File: src/rtl/output_unloader.sv
// Purpose: captures a wide result word and serializes it LS word first onto a valid/ready stream.
// Latency: first word is valid one cycle after load; done pulses one cycle after the final transfer.
// Backpressure: out_word/word_idx hold while out_ready=0; loads arriving mid-drain are dropped and flagged.
module output_unloader #(
    parameter  int DATA_W = 256,
    parameter  int WORD_W = 16,
    localparam int NWORDS = DATA_W / WORD_W,
    localparam int IDX_W  = (NWORDS > 1) ? $clog2(NWORDS) : 1
) (
    input  logic              clk,
    input  logic              reset,
    input  logic              load,
    input  logic [DATA_W-1:0] load_data,
    output logic [WORD_W-1:0] out_word,
    output logic              out_valid,
    input  logic              out_ready,
    output logic              busy,
    output logic              done,
    output logic [IDX_W-1:0]  word_idx,
    output logic              overflow,
    input  logic              clr_ovf
);

    typedef enum logic {
        ST_IDLE = 1'b0,
        ST_SEND = 1'b1
    } state_t;

    state_t              state_q,     state_d;
    logic [DATA_W-1:0]   shadow_q,    shadow_d;
    logic [WORD_W-1:0]   out_word_q,  out_word_d;
    logic                out_valid_q, out_valid_d;
    logic                busy_q,      busy_d;
    logic                done_q,      done_d;
    logic [IDX_W-1:0]    word_idx_q,  word_idx_d;
    logic                overflow_q,  overflow_d;
    logic [IDX_W-1:0]    nxt_idx;
    logic                ovf_set;

    // Next-state logic: capture in IDLE, advance one word per accepted transfer in SEND.
    always_comb begin
        state_d     = state_q;
        shadow_d    = shadow_q;
        out_word_d  = out_word_q;
        out_valid_d = out_valid_q;
        busy_d      = busy_q;
        done_d      = 1'b0;
        word_idx_d  = word_idx_q;
        ovf_set     = 1'b0;
        nxt_idx     = word_idx_q + 1'b1;

        unique case (state_q)
            ST_IDLE: begin
                if (load) begin
                    state_d     = ST_SEND;
                    shadow_d    = load_data;
                    word_idx_d  = '0;
                    out_word_d  = load_data[WORD_W-1:0];
                    out_valid_d = 1'b1;
                    busy_d      = 1'b1;
                end
            end
            ST_SEND: begin
                // The shadow register is owned by the current drain, so a new result is lost.
                ovf_set = load;
                if (out_ready) begin
                    if (word_idx_q == IDX_W'(NWORDS - 1)) begin
                        state_d     = ST_IDLE;
                        word_idx_d  = '0;
                        out_word_d  = '0;
                        out_valid_d = 1'b0;
                        busy_d      = 1'b0;
                        done_d      = 1'b1;
                    end else begin
                        word_idx_d = nxt_idx;
                        out_word_d = shadow_q[int'(nxt_idx) * WORD_W +: WORD_W];
                    end
                end
            end
            default: begin
                state_d = ST_IDLE;
            end
        endcase

        // A dropped load in the same cycle as a clear still leaves the flag set.
        overflow_d = ovf_set | (overflow_q & ~clr_ovf);
    end

    // State and registered outputs, cleared asynchronously so a reset abandons any drain.
    always_ff @(posedge clk or negedge reset) begin
        if (!reset) begin
            state_q     <= ST_IDLE;
            shadow_q    <= '0;
            out_word_q  <= '0;
            out_valid_q <= 1'b0;
            busy_q      <= 1'b0;
            done_q      <= 1'b0;
            word_idx_q  <= '0;
            overflow_q  <= 1'b0;
        end else begin
            state_q     <= state_d;
            shadow_q    <= shadow_d;
            out_word_q  <= out_word_d;
            out_valid_q <= out_valid_d;
            busy_q      <= busy_d;
            done_q      <= done_d;
            word_idx_q  <= word_idx_d;
            overflow_q  <= overflow_d;
        end
    end

    assign out_word  = out_word_q;
    assign out_valid = out_valid_q;
    assign busy      = busy_q;
    assign done      = done_q;
    assign word_idx  = word_idx_q;
    assign overflow  = overflow_q;

endmodule

File: config.mk
export PLATFORM = sky130hd
export DESIGN_NAME = output_unloader
export DESIGN_NICKNAME = d
export VERILOG_FILES = /design/src/rtl/output_unloader.sv
export SDC_FILE = /design/constraint.sdc
export NUM_CORES = 1
export LEC_CHECK = 0
export ABC_AREA = 1
export CORE_MARGIN = 5
export CORE_UTILIZATION = 55
export CTS_CLUSTER_DIAMETER = 150
export DETAILED_ROUTE_END_ITERATION = 12
export PLACE_DENSITY = 0.95
export SYNTH_ARGS = -nofsm -noshare
export SYNTH_HDL_FRONTEND = slang
export SYNTH_SLANG_ARGS = --single-unit
File: constraint.sdc
create_clock -name clk -period 4.53 [get_ports clk]
set_input_delay 0.453 -clock clk [delete_from_list [all_inputs] [get_ports clk]]
set_output_delay 0.453 -clock clk [all_outputs]
set_load 0.05 [all_outputs]
==> run_results.csv, run 1 <==
group,metric,value,unit
outcome,outcome,"finished clean",
logic_synthesis,syn-cell-area,13100,sq um
sta,timing.final.hold_violations,0,
sta,grt_setup_unrepaired,"no",
finish,areaGrowthSynthToFinish,29.6,%
global_routing,grt_first_pass_wirelength,63.2,mm
route,drtIter0Drc,1273,
pwr,p_clk_share,20.7,%
finish,final_layout_size_suffix_gt1_share,3.67,%
pwr,leakagePower,8.11,nW
sta,slew_viol_final,0,
floorplanning,floorplan.die.height,165,microns
sta,final.setup_skew,0.00958,ns
floorplanning,die_area,27100,sq um
placement,placement.io_buffers,284,
sta,hold-worst-slack,0.0255,ns
critical_path,timing.critical_path.fanout_max,164,
pwr,combinationalPowerShare,42.1,%
placement,finalWeightedCongestion,0.900,
cts,worstSkewPairLatency,0.53,ns
pwr,switching_share,41.0,%
pwr,seqPwrFrac,37.2,%
global_routing,pin_count_of_the_biggest_net_entering_global_routing,223,
route,final_antenna_net_count,0,
sta,timing.final.crit_period,3.19,ns
global_routing,grt_pass1_vias,12472,
min_path,min-delay-path-class,"input port to async pin",
cts,cts_buffer_depth,3,
logic_synthesis,yosysWarnings,0,
global_routing,antenna_found_initial,2,
logic_synthesis,cell_count_after_synthesis,1698,
placement,post-place-ws,1.94,ns
cts,tritoncts,"done",
critical_path,regToRegSetupSlack,1.88,ns
route,post-route-drc-count,0,
cts,post_cts.repair.setup_buffers,0,
cts,post_cts.resized_instances,0,
critical_path,critical_path.max_stage_delay,0.93,ns
cts,cts_num_sinks,280,
critical_path,worst_setup_path_endpoint,"word_idx[0]",
pwr,vdd_drop_max,548,uV
critical_path,timing.critical_path.from,"word_idx[0]",
critical_path,critPathLaunchType,"flip-flop",
sta,fmax,313,MHz
critical_path,worstReg2RegEnd,"out_word[14]",
sta,fin_setup_tns,0,ns
placement,post_dp_cell_area,16000,sq um
route,postRouteWirelength,40.1,mm
floorplanning,core_region_area,23500,sq um
pwr,pd_cells,683,nW/um^2
route,detailedRoute.firstPassIterationCount,7,
floorplanning,placement_rows,56,
critical_path,data_required_time_of_the_critical_path,4.08,ns
pwr,total_power,11.6,mW
cts,cts_buffers,28,
sta,finalCritPeriodShare,70.5,%
critical_path,worst_r2r_startpoint,"word_idx[0]",
critical_path,critPathKind,"flip-flop to primary output",
critical_path,critPathCaptureType,"primary output",
critical_path,crit_arrival,2.74,ns
route,post_drt_via_cell_ratio,5.54,
critical_path,cp_cell_sequence,"buf_12, clkdlybuf4s50_1",
logic_synthesis,postSynthRegisterBits,280,
sta,setup_ws,1.34,ns
global_routing,global_route.usage.total,29.2,%
logic_synthesis,synthDistinctLibCells,22,
cts,cts.hold.buffers_added,0,
placement,dpl.hpwl,27.5,mm
pwr,net-switching-power,4.76,mW
finish,fin_area,17000,sq um
sta,timing.slew.headroom,28.3,%
cts,cts.htree.levels,1,
flow_run,max_cap_viol_count,0,
route,routed_wire_length_per_instance,17.8,microns
logic_synthesis,synth.yosys.seq_area_share,53.4,%
route,overall_via_count_from_detail_route,12525,
floorplanning,initial_core_utilization,55.9,%
logic_synthesis,synth_fp_nets,1960,
pwr,internal_power,6.86,mW
cts,clk_pin_slew_worst_paths,0.06,ns
critical_path,crit_slowest_cell,"sky130_fd_sc_hd__clkdlybuf4s50_1",
sta,timing.final.setup_violations,0,
floorplanning,fp.dieW,165,microns
cts,clk_root_buffer_cell,"sky130_fd_sc_hd__clkbuf_16",
sta,worst-slew-pin-transition,1.07,ns
finish,finish.net_count,2176,
global_routing,grt_overflow_total,0,
critical_path,rr_worst_depth,8,
logic_synthesis,synth.avg_cell_area,7.73,sq um
floorplanning,io-pin-count,285,
-- critical path: cells and delay by family, from the launching register on --
family / cells / cell delay (ns)
flops: 1 / 0.67
buf+inv: 2 / 1.40
-- layout by cell type (no fill, tap or decap) --
| cell type | instances |
|---|---|
| sky130_fd_sc_hd__nand2_1 | 622 |
| sky130_fd_sc_hd__inv_2 | 2 |
| sky130_fd_sc_hd__o21ai_0 | 231 |
| sky130_fd_sc_hd__clkinv_2 | 8 |
| sky130_fd_sc_hd__clkbuf_8 | 6 |
| sky130_fd_sc_hd__xnor2_2 | 1 |
| sky130_fd_sc_hd__clkinv_1 | 1 |
| sky130_fd_sc_hd__clkbuf_16 | 29 |
| sky130_fd_sc_hd__buf_8 | 1 |
| sky130_fd_sc_hd__dfrtp_1 | 279 |
| sky130_fd_sc_hd__o22ai_1 | 2 |
| sky130_fd_sc_hd__nor2_1 | 27 |
| sky130_fd_sc_hd__buf_12 | 3 |
| sky130_fd_sc_hd__bufinv_16 | 3 |
| sky130_fd_sc_hd__clkinvlp_4 | 1 |
| sky130_fd_sc_hd__ha_4 | 1 |
| sky130_fd_sc_hd__o211ai_1 | 27 |
| sky130_fd_sc_hd__xor2_4 | 1 |
| sky130_fd_sc_hd__a21oi_1 | 44 |
| sky130_fd_sc_hd__nand3_1 | 153 |
| sky130_fd_sc_hd__clkbuf_1 | 5 |
| sky130_fd_sc_hd__buf_4 | 9 |
| sky130_fd_sc_hd__nand2_2 | 1 |
| sky130_fd_sc_hd__xor2_2 | 2 |
| sky130_fd_sc_hd__nand3_4 | 1 |
| sky130_fd_sc_hd__dfrtp_4 | 1 |
| sky130_fd_sc_hd__nor2_4 | 1 |
| sky130_fd_sc_hd__inv_1 | 191 |
| sky130_fd_sc_hd__diode_2 | 4 |
| sky130_fd_sc_hd__clkdlybuf4s50_1 | 283 |
-- power by group through the flow --
stage | Sequential, mW | Clock (mW) | Combinational [mW]
6_report | 4.33 | 2.41 | 4.89
5_1_grt | 4.42 | 2.54 | 5.44
4_1_cts | 4.30 | 2.43 | 4.85
3_5_place_dp | 4.31 | 0 | 4.76
3_3_place_gp | 4.25 | 0 | 4.57
2_1_floorplan | 4.41 | 0 | 3.05
-- cells in the mapped netlist --
master / number / share of area (%)
sky130_fd_sc_hd__xnor2_1: 1 / 0.067
sky130_fd_sc_hd__nand2_2: 1 / 0.048
sky130_fd_sc_hd__buf_1: 8 / 0.23
sky130_fd_sc_hd__nand3_4: 1 / 0.13
sky130_fd_sc_hd__buf_2: 42 / 1.6
sky130_fd_sc_hd__o21ai_0: 231 / 8.8
sky130_fd_sc_hd__inv_2: 2 / 0.057
sky130_fd_sc_hd__a21oi_1: 44 / 1.7
sky130_fd_sc_hd__o22ai_1: 2 / 0.095
sky130_fd_sc_hd__ha_1: 1 / 0.095
sky130_fd_sc_hd__nand2_1: 622 / 18
sky130_fd_sc_hd__buf_6: 4 / 0.34
sky130_fd_sc_hd__nor2_2: 1 / 0.048
sky130_fd_sc_hd__buf_4: 2 / 0.11
sky130_fd_sc_hd__nand3_1: 153 / 5.8
sky130_fd_sc_hd__xor2_2: 3 / 0.37
sky130_fd_sc_hd__clkinv_1: 1 / 0.029
sky130_fd_sc_hd__nor2_1: 27 / 0.77
sky130_fd_sc_hd__o211ai_1: 27 / 1.5
sky130_fd_sc_hd__clkbuf_1: 54 / 1.5
sky130_fd_sc_hd__dfrtp_1: 280 / 53
sky130_fd_sc_hd__inv_1: 191 / 5.5
-- cell families after synthesis --
group | after synthesis | synth area share [%]
AOI/OAI and AO/OA | 304 | 12.1
xor gates and xnor gates | 4 | 0.438
adders and majority gates | 1 | 0.0953
buffers and inverters | 304 | 9.38
DFF | 280 | 53.4
and+or+nand+nor | 805 | 24.6
-- layer usage --
layer / GRT usage (%) / vias up / wire, microns / share of wire, %
met2: 48.6 / 718 / 19500 / 49
met4: 12.7 / 0 / 1790 / 4.5
met1: 38.4 / 5929 / 15200 / 38
li1: - / 5758 / - / -
met5: 0 / - / 0 / 0
met3: 4.64 / 120 / 3680 / 9.2
-- sequential cells by signal, indices dropped and copies added (netlist names) --
| register | flops |
|---|---|
| shadow_q | 256 |
| out_word | 16 |
| overflow | 1 |
| busy | 1 |
| state_q | 1 |
| word_idx | 4 |
| done | 1 |
-- cell type report --
type / count / area (sq um)
repair buffers: 296 / 2980
flip-flops and latches: 280 / 7010
multi-input cells: 1114 / 4930
diodes: 4 / 10.0
clock buffers: 40 / 827
clock inverters: 12 / 138
fillers: 1608 / 6450
inverters: 194 / 728
well taps: 319 / 399
-- worst min-delay path by stage --
| stage | from | end |
|---|---|---|
| after CTS | reset | shadow_q[122] |
| after global routing | reset | shadow_q[90] |
| after floorplan | reset | busy |
| after detailed placement | shadow_q[217] | shadow_q[217] |
| after global placement | shadow_q[214] | shadow_q[214] |
| final | reset | shadow_q[122] |
-- metrics by stage --
| step | cells | utilization, % |
|---|---|---|
| finish | 2259 | 72.5 |
| global route | 2257 | 72.5 |
| CTS | 2255 | 72.5 |
| detailed placement | 2203 | 68.3 |
| global placement | 2203 | 68.3 |
| floorplan | 1698 | - |
No activity file was read; power rests on OpenSTA's default activity.
==> inputs of run 2 (changes only) <==
--- a/config.mk
+++ b/config.mk
@@ -7,10 +7,10 @@
 export LEC_CHECK = 0
 export ABC_AREA = 1
 export CORE_MARGIN = 5
-export CORE_UTILIZATION = 55
+export CORE_UTILIZATION = 46
 export CTS_CLUSTER_DIAMETER = 150
 export DETAILED_ROUTE_END_ITERATION = 12
-export PLACE_DENSITY = 0.95
+export PLACE_DENSITY = 0.88
 export SYNTH_ARGS = -nofsm -noshare
 export SYNTH_HDL_FRONTEND = slang
 export SYNTH_SLANG_ARGS = --single-unit
==> constraint.sdc (replaced) <==
create_clock -name clk -period 2.89 [get_ports clk]
set_input_delay 0.289 -clock clk [delete_from_list [all_inputs] [get_ports clk]]
set_output_delay 0.289 -clock clk [all_outputs]
set_load 0.05 [all_outputs]
==> run 2 against run 1 <==
  * Clock-buffer cell count up 5
  * Largest power group unchanged
  * Worst hold slack better by 0.26 ns
  * Register-to-register slack worse by 1.3 ns
  * Sequential cell count unchanged
  * Sequential power up 56%
  * Cell count up 3.3%
  * Die area up 18%
  * Utilization down 11 points
  * Worst setup slack worse by 0.84 ns
  * Combinational power up 61%
  * Critical path type unchanged
==> run_results.csv, run 2 (same netlist as run 1, synthesis figures left out) <==
group,metric,value,unit
outcome,outcome,"finished clean",
min_path,sink_of_the_worst_hold_path,"shadow_q[152]",
sta,timing.final.setup_violations,0,
critical_path,worst_r2r_startpoint,"word_idx[0]",
sta,timing.final.crit_period,2.39,ns
floorplanning,fp.dieW,179,microns
critical_path,critical_path.max_stage_delay,0.91,ns
sta,timing.slew.headroom,38.6,%
sta,fin_setup_tns,0,ns
sta,finalCritPeriodShare,82.8,%
sta,fmax,418,MHz
global_routing,grt_pass1_vias,12290,
floorplanning,core_region_area,28000,sq um
cts,post_cts.resized_instances,0,
cts,cts_buffer_depth,3,
cts,clk_root_buffer_cell,"sky130_fd_sc_hd__clkbuf_16",
sta,final.setup_skew,0.00792,ns
critical_path,data_required_time_of_the_critical_path,2.60,ns
min_path,min_delay_path_depth,3,
cts,clk_pin_slew_worst_paths,0.06,ns
critical_path,path_delay_family,"buffers and inverters",
global_routing,pin_count_of_the_biggest_net_entering_global_routing,184,
critical_path,timing.critical_path.fanout_max,29,
finish,regMostFlops,"shadow_q",
finish,areaGrowthSynthToFinish,31.8,%
global_routing,grt_overflow_total,0,
global_routing,grt_first_pass_wirelength,63.3,mm
placement,dpl.hpwl,29.6,mm
pwr,leakagePower,8.22,nW
critical_path,critPathLaunchType,"flip-flop",
floorplanning,placement_rows,61,
global_routing,antenna_found_initial,0,
pwr,pd_cells,1070,nW/um^2
placement,post_dp_cell_area,16300,sq um
floorplanning,floorplan.die.height,179,microns
critical_path,regToRegSetupSlack,0.60,ns
sta,slew_viol_final,0,
cts,cts_buffers,30,
min_path,min-delay-path-class,"input port to flip-flop",
route,routed_wire_length_per_instance,17.4,microns
critical_path,crit_arrival,2.10,ns
pwr,vdd_drop_max,669,uV
placement,placement.io_buffers,284,
critical_path,worstPathBufferInverterCount,1,
floorplanning,io-pin-count,285,
cts,cts_num_sinks,280,
finish,layout_commonest_cell,"sky130_fd_sc_hd__nand2_1",
flow_run,max_cap_viol_count,0,
finish,final-instance-count-excl-fill,2333,
floorplanning,initial_core_utilization,46.9,%
sta,worst-slew-pin-transition,0.921,ns
cts,worstSkewPairLatency,0.54,ns
critical_path,rr_worst_depth,9,
finish,num-fill-cells,2341,
critical_path,critPathKind,"flip-flop to primary output",
route,post_drt_via_cell_ratio,5.25,
finish,diodes,0,
finish,largest_register_ff_count,256,
critical_path,critPathCaptureType,"primary output",
placement,finalWeightedCongestion,0.905,
critical_path,cp_cell_sequence,"clkdlybuf4s50_1",
route,overall_via_count_from_detail_route,12259,
min_path,worst_hold_startpoint,"load_data[152]",
route,postRouteWirelength,40.6,mm
placement,dpl.cell_count,2276,
finish,finish.net_count,2193,
floorplanning,die_area,32000,sq um
global_routing,global_route.usage.total,24.7,%
finish,top_library_cells_by_usage_in_the_layout_fill_and_taps_aside,"sky130_fd_sc_hd__nand2_1, sky130_fd_sc_hd__clkdlybuf4s50_1, sky130_fd_sc_hd__dfrtp_1",
cts,cts.htree.levels,1,
route,post-route-drc-count,0,
route,detailedRoute.firstPassIterationCount,6,
critical_path,worstReg2RegEnd,"out_word[9]",
finish,fin_area,17300,sq um
route,drtIter0Drc,1376,
critical_path,crit_slowest_cell,"sky130_fd_sc_hd__clkdlybuf4s50_1",
sta,timing.final.hold_violations,0,
finish,final_layout_size_suffix_gt1_share,4.40,%
cts,post_cts.repair.setup_buffers,0,
route,final_antenna_net_count,0,
sta,grt_setup_unrepaired,"no",
cts,tritoncts,"done",
==> run 2: worst register-to-register path, cell delays in order (launching register included) <==
cell                      delay, ns
sky130_fd_sc_hd__dfrtp_4       0.63
sky130_fd_sc_hd__ha_4          0.55
sky130_fd_sc_hd__buf_12        0.28
sky130_fd_sc_hd__a21oi_1       0.09
sky130_fd_sc_hd__o21ai_0       0.17
sky130_fd_sc_hd__nand3_1       0.12
sky130_fd_sc_hd__nand3_1       0.14
sky130_fd_sc_hd__nand2_1       0.07
sky130_fd_sc_hd__nand2_1       0.07
sky130_fd_sc_hd__nand2_1       0.06
==> run 2: cell type report <==
cell class | count | area (sq um) | share of cell area (%)
Sequential cell | 280 | 7010 | 40.5
Multi-Input combinational cell | 1114 | 4930 | 28.5
Timing Repair Buffer | 311 | 3140 | 18.2
Clock buffer | 45 | 888 | 5.13
Inverter | 194 | 728 | 4.21
Tap cell | 378 | 473 | 2.73
Clock inverter | 11 | 133 | 0.767
==> run 2: how the worst max path moves through the flow <==
stage,startpoint,to,slack (ns),depth (start not counted)
floorplan,word_idx[1],out_word[15],0.84,10
global placement,word_idx[0],out_word[2],0.72,9
detailed placement,word_idx[0],out_word[9],0.62,9
CTS,word_idx[0],word_idx[0],0.47,1
global route,word_idx[0],word_idx[0],0.43,1
finish,word_idx[0],word_idx[0],0.50,1
==> run 2: stage by stage <==
stage	setup slack [ns]	utilization [%]	power, mW	hold slack (ns)
6_report	0.496	61.8	18.5	0.284
5_1_grt	0.430	61.8	19.8	0.285
4_1_cts	0.471	61.8	18.5	0.266
3_5_place_dp	0.620	58.1	14.5	0.323
3_3_place_gp	0.716	58.1	14.2	0.326
2_1_floorplan	0.841	-	11.7	-0.00659
==> run 2: power breakdown <==
part,leakage (nW),switching [mW],internal [mW]
Clock,0.505,1.54,2.38
Combinational,4.42,5.03,2.81
Sequential,3.29,0.899,5.84
==> run 2: layer usage <==
| metal | GRT usage, % | share of wire, % | vias to the layer above |
|---|---|---|---|
| met4 | 8.51 | 3.8 | 0 |
| li1 | - | - | 5796 |
| met2 | 41.5 | 48 | 592 |
| met1 | 33.0 | 41 | 5759 |
| met3 | 3.58 | 7.4 | 112 |
| met5 | 0 | 0 | - |
==> run 2: timing repair <==
action                                  in CTS  in global routing
endpoints found under the setup margin       0                  0
hold endpoints to repair                    72                  0
hold buffers                                 1                  0
==> inputs of run 3 (changes only) <==
==> constraint.sdc (replaced) <==
create_clock -name clk -period 2.1 [get_ports clk]
set_input_delay 0.21 -clock clk [delete_from_list [all_inputs] [get_ports clk]]
set_output_delay 0.21 -clock clk [all_outputs]
set_load 0.05 [all_outputs]
==> run 3 against run 2 <==
  * Power grew 37%
  * Critical endpoint is now busy
  * Combinational power grew 40%
  * Worst setup slack lost 0.45 ns
  * Worst hold slack lost 0.088 ns
  * Utilization grew 0.55 points
==> run_results.csv, run 3 (same netlist as run 1, synthesis figures left out) <==
group,metric,value,unit
outcome,outcome,"finished clean",
cts,cts.htree.levels,1,
critical_path,worst_r2r_startpoint,"word_idx[0]",
critical_path,worstReg2RegEnd,"out_word[6]",
floorplanning,initial_core_utilization,46.9,%
finish,final_layout_size_suffix_gt1_share,5.24,%
pwr,p_clk_share,20.0,%
sta,fmax,487,MHz
pwr,net-switching-power,10.3,mW
cts,tritoncts,"done",
min_path,min_delay_path_depth,3,
global_routing,pin_count_of_the_biggest_net_entering_global_routing,90,
global_routing,grt_pass1_vias,12379,
flow_run,max_cap_viol_count,0,
cts,clk_root_buffer_cell,"sky130_fd_sc_hd__clkbuf_16",
critical_path,critical_path.max_stage_delay,0.86,ns
sta,finalCritPeriodShare,97.7,%
route,final_antenna_net_count,0,
pwr,leakagePower,8.31,nW
floorplanning,die_area,32000,sq um
finish,layout_commonest_cell,"sky130_fd_sc_hd__nand2_1",
floorplanning,floorplan.die.height,179,microns
sta,worst-slew-pin-transition,0.574,ns
floorplanning,fp.dieW,179,microns
placement,placement.io_buffers,284,
critical_path,rr_worst_depth,9,
finish,areaGrowthSynthToFinish,32.9,%
pwr,switching_share,40.6,%
finish,regMostFlops,"shadow_q",
pwr,combinationalPowerShare,43.4,%
sta,timing.final.crit_period,2.05,ns
floorplanning,placement_rows,61,
route,postRouteWirelength,39.9,mm
critical_path,timing.critical_path.fanout_max,3,
cts,cts_buffer_depth,3,
critical_path,crit_slowest_cell,"sky130_fd_sc_hd__clkdlybuf4s50_1",
finish,final-instance-count-excl-fill,2344,
global_routing,grt_overflow_total,0,
sta,timing.slew.headroom,61.6,%
finish,diodes,0,
min_path,sink_of_the_worst_hold_path,"shadow_q[152]",
placement,finalWeightedCongestion,0.887,
pwr,pd_cells,1450,nW/um^2
floorplanning,core_region_area,28000,sq um
critical_path,data_required_time_of_the_critical_path,1.89,ns
finish,largest_register_ff_count,256,
route,detailedRoute.firstPassIterationCount,7,
critical_path,critPathLaunchType,"flip-flop",
pwr,seqPwrFrac,36.6,%
sta,slew_viol_final,0,
sta,hold-worst-slack,0.196,ns
critical_path,path_delay_family,"buffers and inverters",
cts,cts_buffers,29,
sta,timing.final.setup_violations,0,
route,post-route-drc-count,0,
sta,fin_setup_tns,0,ns
sta,grt_setup_unrepaired,"no",
min_path,worst_hold_startpoint,"load_data[152]",
route,overall_via_count_from_detail_route,12273,
finish,top_library_cells_by_usage_in_the_layout_fill_and_taps_aside,"sky130_fd_sc_hd__nand2_1, sky130_fd_sc_hd__dfrtp_1, sky130_fd_sc_hd__clkdlybuf4s50_1",
global_routing,global_route.usage.total,24.6,%
critical_path,critPathCaptureType,"primary output",
global_routing,antenna_found_initial,0,
cts,post_cts.repair.setup_buffers,0,
min_path,min-delay-path-class,"input port to flip-flop",
cts,cts_num_sinks,280,
placement,dpl.cell_count,2294,
floorplanning,io-pin-count,285,
critical_path,cp_cell_sequence,"clkdlybuf4s50_1",
critical_path,regToRegSetupSlack,0.22,ns
route,drtIter0Drc,1230,
placement,dpl.hpwl,29.1,mm
critical_path,critPathKind,"flip-flop to primary output",
pwr,internal_power,15.0,mW
critical_path,worstPathBufferInverterCount,1,
sta,timing.final.hold_violations,0,
cts,clk_pin_slew_worst_paths,0.06,ns
finish,finish.net_count,2210,
route,post_drt_via_cell_ratio,5.24,
route,routed_wire_length_per_instance,17.0,microns
global_routing,grt_first_pass_wirelength,63.1,mm
pwr,vdd_drop_max,980,uV
critical_path,crit_arrival,1.84,ns
cts,worstSkewPairLatency,0.55,ns
sta,final.setup_skew,0.00902,ns
==> run 3: changes by cell type in the layout (fill, tap and decap cells not counted), sizes merged, moves of 2 or more <==
| cell | change |
|---|---|
| inv | +3 |
| clkdlybuf4s50 | -4 |
| buf | +20 |
| clkinv | -3 |
| dlygate4sd2 | +2 |
| clkbuf | -7 |
==> run 3: power groups by stage <==
stage | sequential, mW | clock, mW | combinational (mW)
final | 9.25 | 5.06 | 11.0
after global routing | 9.48 | 5.35 | 12.2
after CTS | 9.21 | 5.12 | 10.9
after detailed placement | 9.26 | 0 | 10.8
after global placement | 9.15 | 0 | 10.5
after floorplan | 9.51 | 0 | 6.59
==> run 3: stage by stage <==
stage / power, mW / instance area, sq um / setup WS (ns) / utilization (%)
5_1_grt: 27.0 / 17500 / 0.00986 / 62.3
4_1_cts: 25.3 / 17500 / 0.00667 / 62.3
3_3_place_gp: 19.7 / 16500 / 0.202 / 59.0
3_5_place_dp: 20.1 / 16500 / 0.132 / 59.0
2_1_floorplan: 16.1 / 13100 / 0.0510 / -
6_report: 25.3 / 17500 / 0.0480 / 62.3
==> run 3: area by class of cell <==
type                       instances  area [sq um]
clock buffer                      38           810
clock inverter                    11           121
timing repair buffer             329          3380
sequential                       280          7010
multi-input combinational       1114          4930
fill                            2276         10600
tap                              378           473
inverter                         194           728
==> run 3: repair_timing <==
| action | in CTS | in global routing |
|---|---|---|
| hold endpoints to repair | 52 | 0 |
| hold buffers | 1 | 0 |
| pin swaps | 0 | 0 |
| setup endpoints to repair | 2 | 1 |
| gates resized for setup | 2 | 1 |
==> run 3: worst max path at each step <==
| stage | start | to | slack, ns | cells after the start |
|---|---|---|---|---|
| finish | busy | busy | 0.05 | 1 |
| global placement | load | out_word[8] | 0.20 | 10 |
| CTS | word_idx[0] | word_idx[0] | 0.007 | 3 |
| detailed placement | load | out_word[6] | 0.13 | 10 |
| global route | busy | busy | 0.01 | 1 |
| floorplan | word_idx[1] | out_word[15] | 0.05 | 10 |
==> run 3: per-layer routing <==
| layer | vias to the layer above | GRT usage, % | wire (microns) |
|---|---|---|---|
| li1 | 5824 | - | - |
| met1 | 5814 | 33.2 | 16400 |
| met2 | 539 | 41.4 | 19400 |
| met3 | 96 | 3.94 | 3030 |
| met4 | 0 | 7.23 | 1210 |
| met5 | - | 0 | 0 |
